**config.mk**
```make
export PLATFORM = sky130hd
export DESIGN_NAME = pll_lock_supervisor
export DESIGN_NICKNAME = d
export VERILOG_FILES = /design/src/rtl/pll_sup_pkg.sv /design/src/rtl/pll_sup_chan.sv /design/src/rtl/pll_lock_supervisor.sv
export SDC_FILE = /design/constraint.sdc
export NUM_CORES = 1
export LEC_CHECK = 0
export ABC_AREA = 1
export ABC_CLOCK_PERIOD_IN_PS = 3850
export BUFFER_PORTS_ARGS = -buffer_cell sky130_fd_sc_hd__buf_2
export CAP_MARGIN = 20
export CORE_ASPECT_RATIO = 0.7
export CORE_MARGIN = 1.5
export CORE_UTILIZATION = 55
export DETAILED_ROUTE_END_ITERATION = 6
export PLACE_DENSITY = 0.73
export SLEW_MARGIN = 40
export SYNTH_ARGS = -nofsm -noshare
export SYNTH_HDL_FRONTEND = slang
export SYNTH_SLANG_ARGS = --single-unit
```
**constraint.sdc**
```tcl
create_clock -name clkin1 -period 3.85 [get_ports clkin1]
set_input_delay 0.385 -clock clkin1 [delete_from_list [all_inputs] [get_ports clkin1]]
set_output_delay 0.385 -clock clkin1 [all_outputs]
set_load 0.01 [all_outputs]
```
**src/rtl/pll_sup_pkg.sv**
```systemverilog
// Shared types and sizing helpers for the PLL reset/lock supervisor.
package pll_sup_pkg;

   typedef enum logic [2:0] {
      S_RST,
      S_WAIT,
      S_STAB,
      S_LOCK,
      S_FAIL
   } chan_state_e;

   localparam int LOSS_W = 8;

   // Bits needed to hold the values 0..max_val inclusive.
   function automatic int cnt_width(input int max_val);
      return (max_val < 1) ? 1 : $clog2(max_val + 1);
   endfunction

endpackage

```
**src/rtl/pll_sup_chan.sv**
```systemverilog
// One supervised PLL: lock synchroniser, relock FSM with timeout/retry,
// and a saturating lock-loss counter. All outputs come straight from flops.
module pll_sup_chan
   import pll_sup_pkg::*;
#(
   parameter int RST_PULSE_CYC    = 16,
   parameter int LOCK_STABLE_CYC  = 1024,
   parameter int LOCK_TIMEOUT_CYC = 65536,
   parameter int MAX_RETRY        = 3
) (
   input  logic              clkin1,
   input  logic              rst,
   input  logic              pll_lock,
   input  logic              clr_fail,
   output logic              pll_rst,
   output logic              domain_rst,
   output logic              locked,
   output logic              fail,
   output logic [LOSS_W-1:0] loss_cnt
);

   localparam int PW = cnt_width(RST_PULSE_CYC);
   localparam int SW = cnt_width(LOCK_STABLE_CYC);
   localparam int TW = cnt_width(LOCK_TIMEOUT_CYC);
   localparam int RW = cnt_width(MAX_RETRY);

   localparam logic [PW-1:0] P_LAST = PW'(RST_PULSE_CYC - 1);
   localparam logic [SW-1:0] S_DONE = SW'(LOCK_STABLE_CYC);
   localparam logic [TW-1:0] T_DONE = TW'(LOCK_TIMEOUT_CYC);
   localparam logic [RW-1:0] R_MAX  = RW'(MAX_RETRY);

   logic [1:0]        sync_q;
   logic              lock_s;
   chan_state_e       state_q, state_d;
   logic [PW-1:0]     pcnt_q, pcnt_d;
   logic [SW-1:0]     scnt_q, scnt_d;
   logic [TW-1:0]     tcnt_q, tcnt_d, tcnt_inc;
   logic [RW-1:0]     rcnt_q, rcnt_d, rcnt_inc;
   logic [LOSS_W-1:0] loss_q, loss_d;
   logic              timeout;
   logic              pll_rst_q, domain_rst_q, locked_q, fail_q;

   assign lock_s = sync_q[1];

   // NOTE: sequential state is only ever written with non-blocking assignments.
   always_ff @(posedge clkin1) begin
      if (rst) begin
         sync_q       <= '0;
         state_q      <= S_RST;
         pcnt_q       <= '0;
         scnt_q       <= '0;
         tcnt_q       <= '0;
         rcnt_q       <= '0;
         loss_q       <= '0;
         pll_rst_q    <= 1'b1;
         domain_rst_q <= 1'b1;
         locked_q     <= 1'b0;
         fail_q       <= 1'b0;
      end else begin
         sync_q       <= {sync_q[0], pll_lock};
         state_q      <= state_d;
         pcnt_q       <= pcnt_d;
         scnt_q       <= scnt_d;
         tcnt_q       <= tcnt_d;
         rcnt_q       <= rcnt_d;
         loss_q       <= loss_d;
         pll_rst_q    <= (state_d == S_RST) || (state_d == S_FAIL);
         domain_rst_q <= (state_d != S_LOCK);
         locked_q     <= (state_d == S_LOCK);
         fail_q       <= (state_d == S_FAIL);
      end
   end

   // NOTE: every variable written here gets a default first, so no latch is inferred.
   always_comb begin
      state_d  = state_q;
      pcnt_d   = pcnt_q;
      scnt_d   = scnt_q;
      tcnt_d   = tcnt_q;
      rcnt_d   = rcnt_q;
      loss_d   = loss_q;
      tcnt_inc = tcnt_q + 1'b1;
      rcnt_inc = rcnt_q + 1'b1;
      timeout  = (tcnt_inc == T_DONE);

      unique case (state_q)
         S_RST: begin
            tcnt_d = '0;
            if (pcnt_q == P_LAST) begin
               state_d = S_WAIT;
               pcnt_d  = '0;
            end else begin
               pcnt_d = pcnt_q + 1'b1;
            end
         end
         S_WAIT, S_STAB: begin
            tcnt_d = tcnt_inc;
            // A timeout outranks both lock arrival and stable completion.
            if (timeout) begin
               tcnt_d  = '0;
               rcnt_d  = rcnt_inc;
               state_d = (rcnt_inc == R_MAX) ? S_FAIL : S_RST;
            end else if (state_q == S_WAIT) begin
               if (lock_s) begin
                  state_d = S_STAB;
                  scnt_d  = '0;
               end
            end else if (!lock_s) begin
               state_d = S_WAIT;
               scnt_d  = '0;
            end else if (scnt_q == S_DONE) begin
               state_d = S_LOCK;
               rcnt_d  = '0;
            end else begin
               scnt_d = scnt_q + 1'b1;
            end
         end
         S_LOCK: begin
            if (!lock_s) begin
               state_d = S_RST;
               loss_d  = (loss_q == '1) ? loss_q : loss_q + 1'b1;
            end
         end
         S_FAIL: begin
            if (clr_fail) begin
               state_d = S_RST;
               rcnt_d  = '0;
            end
         end
         default: state_d = S_RST;
      endcase
   end

   assign pll_rst    = pll_rst_q;
   assign domain_rst = domain_rst_q;
   assign locked     = locked_q;
   assign fail       = fail_q;
   assign loss_cnt   = loss_q;

endmodule

```
**src/rtl/pll_lock_supervisor.sv**
```systemverilog
// Reset and lock supervisor for N_PLL independent PLLs running on the
// free-running reference clock; one pll_sup_chan per PLL.
module pll_lock_supervisor
   import pll_sup_pkg::*;
#(
   parameter int N_PLL            = 2,
   parameter int RST_PULSE_CYC    = 16,
   parameter int LOCK_STABLE_CYC  = 1024,
   parameter int LOCK_TIMEOUT_CYC = 65536,
   parameter int MAX_RETRY        = 3
) (
   input  logic                      clkin1,
   input  logic                      rst,
   input  logic [N_PLL-1:0]          pll_lock,
   input  logic [N_PLL-1:0]          clr_fail,
   output logic [N_PLL-1:0]          pll_rst,
   output logic [N_PLL-1:0]          domain_rst,
   output logic [N_PLL-1:0]          locked,
   output logic                      all_locked,
   output logic [N_PLL-1:0]          fail,
   output logic [LOSS_W*N_PLL-1:0]   loss_cnt
);

   for (genvar g = 0; g < N_PLL; g++) begin : g_chan
      pll_sup_chan #(
         .RST_PULSE_CYC   (RST_PULSE_CYC),
         .LOCK_STABLE_CYC (LOCK_STABLE_CYC),
         .LOCK_TIMEOUT_CYC(LOCK_TIMEOUT_CYC),
         .MAX_RETRY       (MAX_RETRY)
      ) u_chan (
         .clkin1    (clkin1),
         .rst       (rst),
         .pll_lock  (pll_lock[g]),
         .clr_fail  (clr_fail[g]),
         .pll_rst   (pll_rst[g]),
         .domain_rst(domain_rst[g]),
         .locked    (locked[g]),
         .fail      (fail[g]),
         .loss_cnt  (loss_cnt[LOSS_W*g +: LOSS_W])
      );
   end

   // Each locked bit is a flop, so this AND adds no input-to-output path.
   assign all_locked = &locked;

endmodule

```
==> results of run 1 <==
[through the flow]
| stage | utilization, % | hold slack, ps | area [µm²] |
|---|---|---|---|
| finish | 61.6 | 228 | 6400 |
| global route | 61.6 | 237 | 6400 |
| CTS | 61.4 | 220 | 6380 |
| detailed placement | 58.3 | 393 | 6060 |
| global placement | 58.3 | 393 | 6060 |
| floorplan | - | 388 | 5890 |
[power groups by stage]
stage | Clock, µW | Combinational, µW | Sequential (µW)
finish | 964 | 47.1 | 1090
global route | 1030 | 53.0 | 1090
CTS | 988 | 44.6 | 1090
detailed placement | 0 | 44.5 | 1110
global placement | 0 | 42.6 | 1110
floorplan | 0 | 34.8 | 1110
[final timing paths]
path | from | end | slack (ps) | cells after the start
setup / recovery | g_chan[0].u_chan.state_q[1] | g_chan[0].u_chan.scnt_q[1] | 1120 | 7
hold / removal | pll_lock[1] | g_chan[1].u_chan.sync_q[0] | 230 | 3
setup reg to reg | g_chan[0].u_chan.state_q[1] | g_chan[0].u_chan.scnt_q[1] | 1120 | 7
hold reg to reg | g_chan[0].u_chan.sync_q[0] | g_chan[0].u_chan.sync_q[1] | 400 | 2
[cell families after synthesis]
kind of cell / count (synthesis) / share of synthesized area [%]
and+or+nand+nor: 473 / 37.3
buffers and inverters: 149 / 10.5
AOI/OAI and AO/OA: 127 / 11.9
DFF: 104 / 35.4
xor gates and xnor gates: 15 / 2.36
adders and majority gates: 12 / 2.55
[layout make-up]
| cell class | instances | area share (%) |
|---|---|---|
| repair buffers | 36 | 3.25 |
| multi-input cells | 627 | 49.9 |
| inverters | 116 | 6.80 |
| flip-flops and latches | 104 | 32.5 |
| clock buffers | 9 | 3.52 |
| well taps | 132 | 2.58 |
| clock inverters | 7 | 1.41 |
[Yosys cell counts, types with 6 or more instances]
master / count
nor4_1: 14
nand2_1: 212
xor2_1: 14
ha_1: 12
o21ai_0: 30
buf_4: 8
nand3_1: 48
nor3_1: 22
nor2_2: 8
inv_1: 112
nand2_2: 7
a21oi_1: 69
dfxtp_1: 104
a31oi_1: 6
clkbuf_1: 18
nand4_1: 34
nor2_1: 101
[sequential cells by signal, summed over array words and instances, names as in the netlist, 4 cells and up]
register,cells
g_chan.u_chan.tcnt_q,34
g_chan.u_chan.scnt_q,22
g_chan.u_chan.loss_cnt,16
g_chan.u_chan.pcnt_q,10
g_chan.u_chan.state_q,6
g_chan.u_chan.rcnt_q,4
g_chan.u_chan.sync_q,4
[layer usage]
| layer | vias to the layer above | wire [µm] | global-route usage, % |
|---|---|---|---|
| met3 | 11 | 644 | 4.73 |
| met2 | 173 | 5820 | 39.2 |
| met1 | 2572 | 6810 | 33.1 |
| li1 | 2875 | - | - |
| met4 | 0 | 129 | 7.31 |
| met5 | - | 0 | 0 |
[worst max-delay path, cell delays in order, from the launching register on]
cell and delay, ps:
dfxtp_1 380, a21oi_1 170, clkinv_1 460, nor2_1 550, buf_4 350, nand3_4 220, o21ai_0 370, nor2_1 100
==> impl_metrics.ini, run 1 <==
[power_and_ir_drop]
p_int_uw = 1620
max-vdd-ir-drop_uv = 265
p_sw_uw = 485
power_frac_clock_pct = 45.9
power_uw = 2100
pwr-share-seq_pct = 51.8
powerDensity_mw_per_mm2 = 328
leakagePower_uw = 0.00251
share_comb_of_total_power_pct = 2.2
sw_frac_of_total_pct = 23.1

[place]
placed_cells = 1014
portBuffers = 30
hpwl_um = 9320
gp_congestion = 0.874
pre_cts_ws_ps = 1180

[sta]
period_needed_ps = 2730
worst_pin_slew_ps = 745
rsz0062_at_grt = false
finClkSkew_ps = 7.02
setup_viol = 0
finalCritPeriodShare_pct = 70.8
setup_tns_ps = 0
hold_viol = 0
final-max-slew-violation-count = 0
max_freq_mhz = 367
worst_slack_ps = 1120
slew_headroom_pct = 50.3

[layout]
fin_nets = 912
final_common_cell = nand2_1
seq_area_mm2 = 0.00208
areaGrowthSynthToFinish_pct = 8.72
diodes = 0
drive_gt1_share_pct = 10.5
n_fill_cell = 961
multi_input_area_mm2 = 0.00319
fin_cells = 1031
layout_common_cells = nand2_1, inv_1, dfxtp_1, nor2_1, a21oi_1

[die]
io_pins = 31
die_w_um = 127
initial_core_util_pct = 56.6
core_region_area_mm2 = 0.0104
die_y_um = 89.6
die_area_mm2 = 0.0113
rows = 31

[synthesis]
synthCells = 880
synth_edf_count = 0
yosys_warnings = 0
synth_cell_type_count = 42
synth_nets = 898
async_flop_share_pct = 0
yosysSeqAreaShare_pct = 35.4
syn_area_mm2 = 0.00589
synth_top_area_share_pct = 35.4
yosys_most_used_dff = dfxtp_1
synth-seq-cells = 104
synth.top_cells.by_area = dfxtp_1, nand2_1, inv_1
synth.largest_area_cell = dfxtp_1
avgSynthCellArea_um2 = 6.69

[clock_network]
cts_tree = yes
clkSlewWorstSetupHoldPaths_ps = 70
cts_hold_buf = 0
worstSkewPairLatency_ps = 350
cts_setup_buffers = 0
cts-resized-gates = 0
cts_htree_levels = 3
clock-root-buffer = clkbuf_16
clock-sinks = 104
clockBufferDepth = 2
numCtsBuffers = 9

[route]
vias = 5631
drtPass1Iterations = 5
drc = 0
ant_nets = 0
drt_wl_total_um = 13400
drt-initial-drc-count = 345
via_per_inst = 5.46
wire_per_inst_um = 13.0

[job]
cap_violations = 0

[global_route]
first_global_vias = 4962
grt_pass1_wl_um = 22400
grt-ovfl-total = 0
track_usage_pct = 24.2
antenna_found_initial = 0
grt_max_degree = 76

[setup_path]
arrival_ps = 2950
required_ps = 4080
cp-start-kind = flop
path_max_fanout = 20
critPathKind = reg -> reg
end_kind = flop

[worst_hold_path]
hp-class = in -> reg

[run_status]
outcome = finished clean
No activity file was read; power rests on OpenSTA's default activity.
==> run 2, diff against run 1 <==
- ABC_CLOCK_PERIOD_IN_PS: 3850 -> 2200
- PLACE_DENSITY: 0.73 -> 0.76
- clock period: 3.85 -> 2.2 ns (I/O delays scaled with it)
==> run 2 against run 1 <==
Against the previous run: the flow now finishes with violations (negative setup slack); via count increased by 1.1%; global-route usage decreased by 0.40 points; clock power increased by 89%.
==> impl_metrics.ini, run 2 (synthesis gave the netlist of run 1 again) <==
[power_and_ir_drop]
share_comb_of_total_power_pct = 2.2
leakagePower_uw = 0.00275
p_sw_uw = 862
powerDensity_mw_per_mm2 = 545
power_frac_clock_pct = 47.8
pwr-share-seq_pct = 50.0
power_uw = 3810
max-vdd-ir-drop_uv = 460
sw_frac_of_total_pct = 22.7
p_int_uw = 2940

[sta]
setup_tns_ps = -794
period_needed_ps = 2260
max_freq_mhz = 442
finClkSkew_ps = 9.24
rsz0062_at_grt = true
final-max-slew-violation-count = 0
worst_slack_ps = -62.7
hold_viol = 0
worst_pin_slew_ps = 514
slew_headroom_pct = 65.7
setup_viol = 23
finalCritPeriodShare_pct = 103

[global_route]
grt_max_degree = 32
first_global_vias = 4740
grt_pass1_wl_um = 22000
grt-ovfl-total = 0
track_usage_pct = 23.8
antenna_found_initial = 0

[layout]
drive_gt1_share_pct = 19.1
areaGrowthSynthToFinish_pct = 18.6
final_common_cell = nand2_1
largest_register_ffs = 34
fin_nets = 947
diodes = 0
fin_area_mm2 = 0.00698
layout_common_cells = nand2_1, inv_1, dfxtp_1, nor2_1, a21oi_1
top_register = g_chan.u_chan.tcnt_q

[setup_path]
rr_endpoint = g_chan[1].u_chan.scnt_q[1]
r2r_start = g_chan[1].u_chan.tcnt_q[1]
critPathKind = reg -> reg
required_ps = 2450
cp-start-kind = flop
rrSetupSlack_ps = -60
worstRegToRegCells = 14
cp-startpoint = g_chan[1].u_chan.tcnt_q[1]
arrival_ps = 2510
path_max_fanout = 7
end_kind = flop

[route]
wire_per_inst_um = 12.9
vias = 5692
via_per_inst = 5.34
drtPass1Iterations = 5
drc = 0
ant_nets = 0
drt-initial-drc-count = 531
drt_wl_total_um = 13700

[run_status]
outcome = complete, but fails checks
violations = negative setup slack

[worst_hold_path]
hp-start = pll_lock[0]
hp-class = in -> reg
holdPathEnd = g_chan[0].u_chan.sync_q[0]
hold_path_depth = 3

[job]
cap_violations = 0

[clock_network]
clkSlewWorstSetupHoldPaths_ps = 80
worstSkewPairLatency_ps = 360
clock-root-buffer = clkbuf_16
cts_htree_levels = 3
clockBufferDepth = 2
cts_tree = yes
clock-sinks = 104
numCtsBuffers = 9

[place]
postPlaceCellArea_mm2 = 0.00620
hpwl_um = 8870
pre_cts_ws_ps = -0.781
gp_congestion = 0.881
portBuffers = 30

[die]
rows = 31
io_pins = 31
die_y_um = 89.6
die_area_mm2 = 0.0113
initial_core_util_pct = 56.6
die_w_um = 127
core_region_area_mm2 = 0.0104
run 2: cell count changes in the layout (fill, tap and decap cells not counted), sizes merged:
cell      before  now
nand3         56   58
clkinvlp       2    0
buf           36   68
clkbuf         9   10
inv          115  116
bufinv         1    2
run 2: critical path, cell delays in order, from the launching register on:
cell     delay (ps)
dfxtp_2         360
ha_4            160
nand2_4          60
nor2_4          170
nand2_4          80
nor2_4          150
nand2_2          70
xor2_1          190
nand2_1         130
nor2_4          210
nand3_4         180
nand3_4         180
nand2_1          60
o21ai_1          80
nor2_1           50
run 2: repair_timing:
item | 4_1_cts | 5_1_grt
gates resized for setup | 5 | 71
buffers inserted | 1 | 15
setup endpoints to repair | 19 | 40
hold buffers | 0 | 0
gates cloned | 0 | 3
pin swaps | 0 | 29
run 2: area by class of cell:
cell class,count,area (µm²)
Inverter,116,435
Multi-Input combinational cell,629,3450
Clock inverter,7,111
Clock buffer,9,225
Sequential cell,104,2100
Timing Repair Buffer,69,488
Tap cell,132,165
Fill cell,876,3420
run 2: power by group through the flow:
| stage | registers (µW) | clock network, µW | logic [µW] |
|---|---|---|---|
| 4_1_cts | 1900 | 1850 | 82.8 |
| 3_3_place_gp | 1950 | 0 | 80.9 |
| 3_5_place_dp | 1950 | 0 | 81.6 |
| 2_1_floorplan | 1940 | 0 | 60.8 |
| 6_report | 1900 | 1820 | 83.4 |
| 5_1_grt | 1900 | 1930 | 96.2 |
run 2: routing by layer:
layer / routed length, µm / global-route usage [%] / vias up / part of all wire [%]
li1: - / - / 2967 / -
met3: 726 / 4.97 / 22 / 5.3
met2: 5770 / 36.0 / 153 / 42
met1: 7010 / 34.5 / 2550 / 51
met4: 228 / 6.58 / 0 / 1.7
met5: 0 / 0 / - / 0
run 2: metrics by stage:
step | std cells | util (%) | hold slack (ps)
floorplan | 880 | - | 313
global placement | 1031 | 59.7 | 393
detailed placement | 1031 | 59.7 | 392
CTS | 1048 | 63.1 | 53.4
global route | 1066 | 67.1 | 86.1
finish | 1066 | 67.1 | 57.7
run 2: worst max path at each step:
stage	end	slack, ps
floorplan	g_chan[1].u_chan.scnt_q[8]	230
global placement	g_chan[1].u_chan.locked	70
detailed placement	g_chan[1].u_chan.locked	-0.8
CTS	g_chan[0].u_chan.rcnt_q[1]	0.5
global route	g_chan[1].u_chan.scnt_q[1]	-210
finish	g_chan[1].u_chan.scnt_q[1]	-60
==> run 3, diff against run 2 <==
- CORE_ASPECT_RATIO: 0.7 -> not set
- MAX_ROUTING_LAYER: not set -> met4
==> run 3 against run 2 <==
Against the previous run: the flow still finishes with violations (negative setup slack); routed wire length fell by 5.3%; clock-buffer cell count is 1 higher; via count fell by 1.5%; setup slack gained 51 ps; largest power group unchanged.
==> impl_metrics.ini, run 3 (synthesis gave the netlist of run 1 again) <==
[run_status]
outcome = complete, but fails checks
violations = negative setup slack

[setup_path]
crit_slowest_cell = dfxtp_2
cp-start-kind = flop
end_kind = flop
r2r_start = g_chan[1].u_chan.tcnt_q[0]
critical_path.max_stage_delay_ps = 360
cpLargestDelayFamily = simple AND/OR/NAND/NOR gates
path_buf_inv = 0
cpMostUsedCell = nor2_4
required_ps = 2470
critPathKind = reg -> reg
cp-startpoint = g_chan[1].u_chan.tcnt_q[0]
rrSetupSlack_ps = -10
arrival_ps = 2480
crit_path_cell_trace = ha_4 > nand2_4 > nor2_4 > nand2_4 > nor2_4 > nand2_2 > xor2_1 > nand2_1 > nor2_4 > nand3_4 > nand3_4 > nand2_1 > o21ai_1 > nor2_1
path_max_fanout = 7

[sta]
worst_slack_ps = -12.2
hold_viol = 0
max_freq_mhz = 452
setup_tns_ps = -37.8
period_needed_ps = 2210
holdWs_ps = 47.0
finClkSkew_ps = 7.15
setup_viol = 5
finalCritPeriodShare_pct = 101
slew_headroom_pct = 50.0
worst_pin_slew_ps = 749
rsz0062_at_grt = true
final-max-slew-violation-count = 0

[die]
io_pins = 31
core_region_area_mm2 = 0.0104
die_area_mm2 = 0.0113
die_y_um = 106
die_w_um = 106
rows = 37
initial_core_util_pct = 56.8

[global_route]
grt_pass1_wl_um = 21400
first_global_vias = 4880
antenna_found_initial = 0
grt_max_degree = 44
track_usage_pct = 23.5
grt-ovfl-total = 0

[power_and_ir_drop]
p_int_uw = 2580
leakagePower_uw = 0.00266
power_frac_clock_pct = 39.7
sw_frac_of_total_pct = 21.6
p_sw_uw = 710
share_comb_of_total_power_pct = 2.6
pwr-share-seq_pct = 57.7
powerDensity_mw_per_mm2 = 485
max-vdd-ir-drop_uv = 470

[layout]
top_register = g_chan.u_chan.tcnt_q
drive_gt1_share_pct = 17.8
n_fill_cell = 943
fin_nets = 943
final_common_cell = nand2_1
multi_input_area_mm2 = 0.00344
areaGrowthSynthToFinish_pct = 15.4
diodes = 0
seq_area_mm2 = 0.00210
largest_register_ffs = 34
layout_common_cells = nand2_1, inv_1, nor2_1, dfxtp_1, a21oi_1

[route]
via_per_inst = 5.26
drt-initial-drc-count = 257
drc = 0
vias = 5607
ant_nets = 0
drt_wl_total_um = 13000
drtPass1Iterations = 4
wire_per_inst_um = 12.2

[clock_network]
clock-sinks = 104
worstSkewPairLatency_ps = 370
clkSlewWorstSetupHoldPaths_ps = 90
clockBufferDepth = 2
clock-root-buffer = clkbuf_8
cts_htree_levels = 3
cts_tree = yes
numCtsBuffers = 9

[worst_hold_path]
hp-start = pll_lock[0]
hp-class = in -> reg

[place]
portBuffers = 30
pre_cts_ws_ps = -43.2
gp_congestion = 0.880
hpwl_um = 8690

[job]
cap_violations = 0
==> run 3: area by class of cell <==
type / count / share of cell area (%)
clock buffers: 10 / 2.03
repair buffers: 65 / 6.30
clock inverters: 5 / 1.20
multi-input cells: 629 / 50.6
flip-flops and latches: 104 / 30.9
inverters: 116 / 6.41
well taps: 136 / 2.51
==> run 3: stage by stage <==
step | utilization, % | instances | power (µW) | cell area, µm²
floorplan | - | 880 | 2000 | 5890
global placement | 59.8 | 1036 | 2030 | 6200
detailed placement | 59.8 | 1036 | 2030 | 6200
CTS | 62.5 | 1055 | 3340 | 6490
global route | 65.5 | 1065 | 3410 | 6790
finish | 65.5 | 1065 | 3290 | 6790
==> run 3: worst reg2reg max path: stages, from the launching register on <==
cell     delay, ps
dfxtp_2        360
ha_4           160
nand2_4         60
nor2_4         180
nand2_4         80
nor2_4         170
nand2_2        100
xor2_1         150
nand2_1        110
nor2_4         190
nand3_4        190
nand3_4        180
nand2_1         60
o21ai_1         70
nor2_1          50
==> run 3: routing by layer <==
metal / vias to the layer above / share of wire [%] / routed length [µm] / global-route usage [%]
li1: 2940 / - / - / -
met1: 2567 / 49 / 6360 / 31.2
met2: 81 / 46 / 6010 / 36.5
met3: 19 / 3.3 / 429 / 3.74
met4: 0 / 1.6 / 211 / 8.19
met5: - / 0 / 0 / -
==> run 3: final timing paths <==
kind,to,depth (start not counted)
setup / recovery,g_chan[1].u_chan.scnt_q[1],14
hold / removal,g_chan[0].u_chan.sync_q[0],3
setup reg to reg,g_chan[1].u_chan.scnt_q[1],14
hold reg to reg,g_chan[1].u_chan.sync_q[1],2
==> run 3: what timing repair did <==
item,4_1_cts,5_1_grt
setup endpoints to repair,19,43
buffers inserted,3,9
resized for setup,8,58
cloned,1,1
pin swaps,1,20
hold buffers,0,0
==> run 3: power by group through the flow <==
stage / Combinational (µW) / Sequential, µW / Clock [µW]
final: 84.7 / 1900 / 1310
after global routing: 98.3 / 1900 / 1410
after CTS: 84.8 / 1900 / 1350
after detailed placement: 83.9 / 1950 / 0
after global placement: 81.6 / 1950 / 0
after floorplan: 60.8 / 1940 / 0
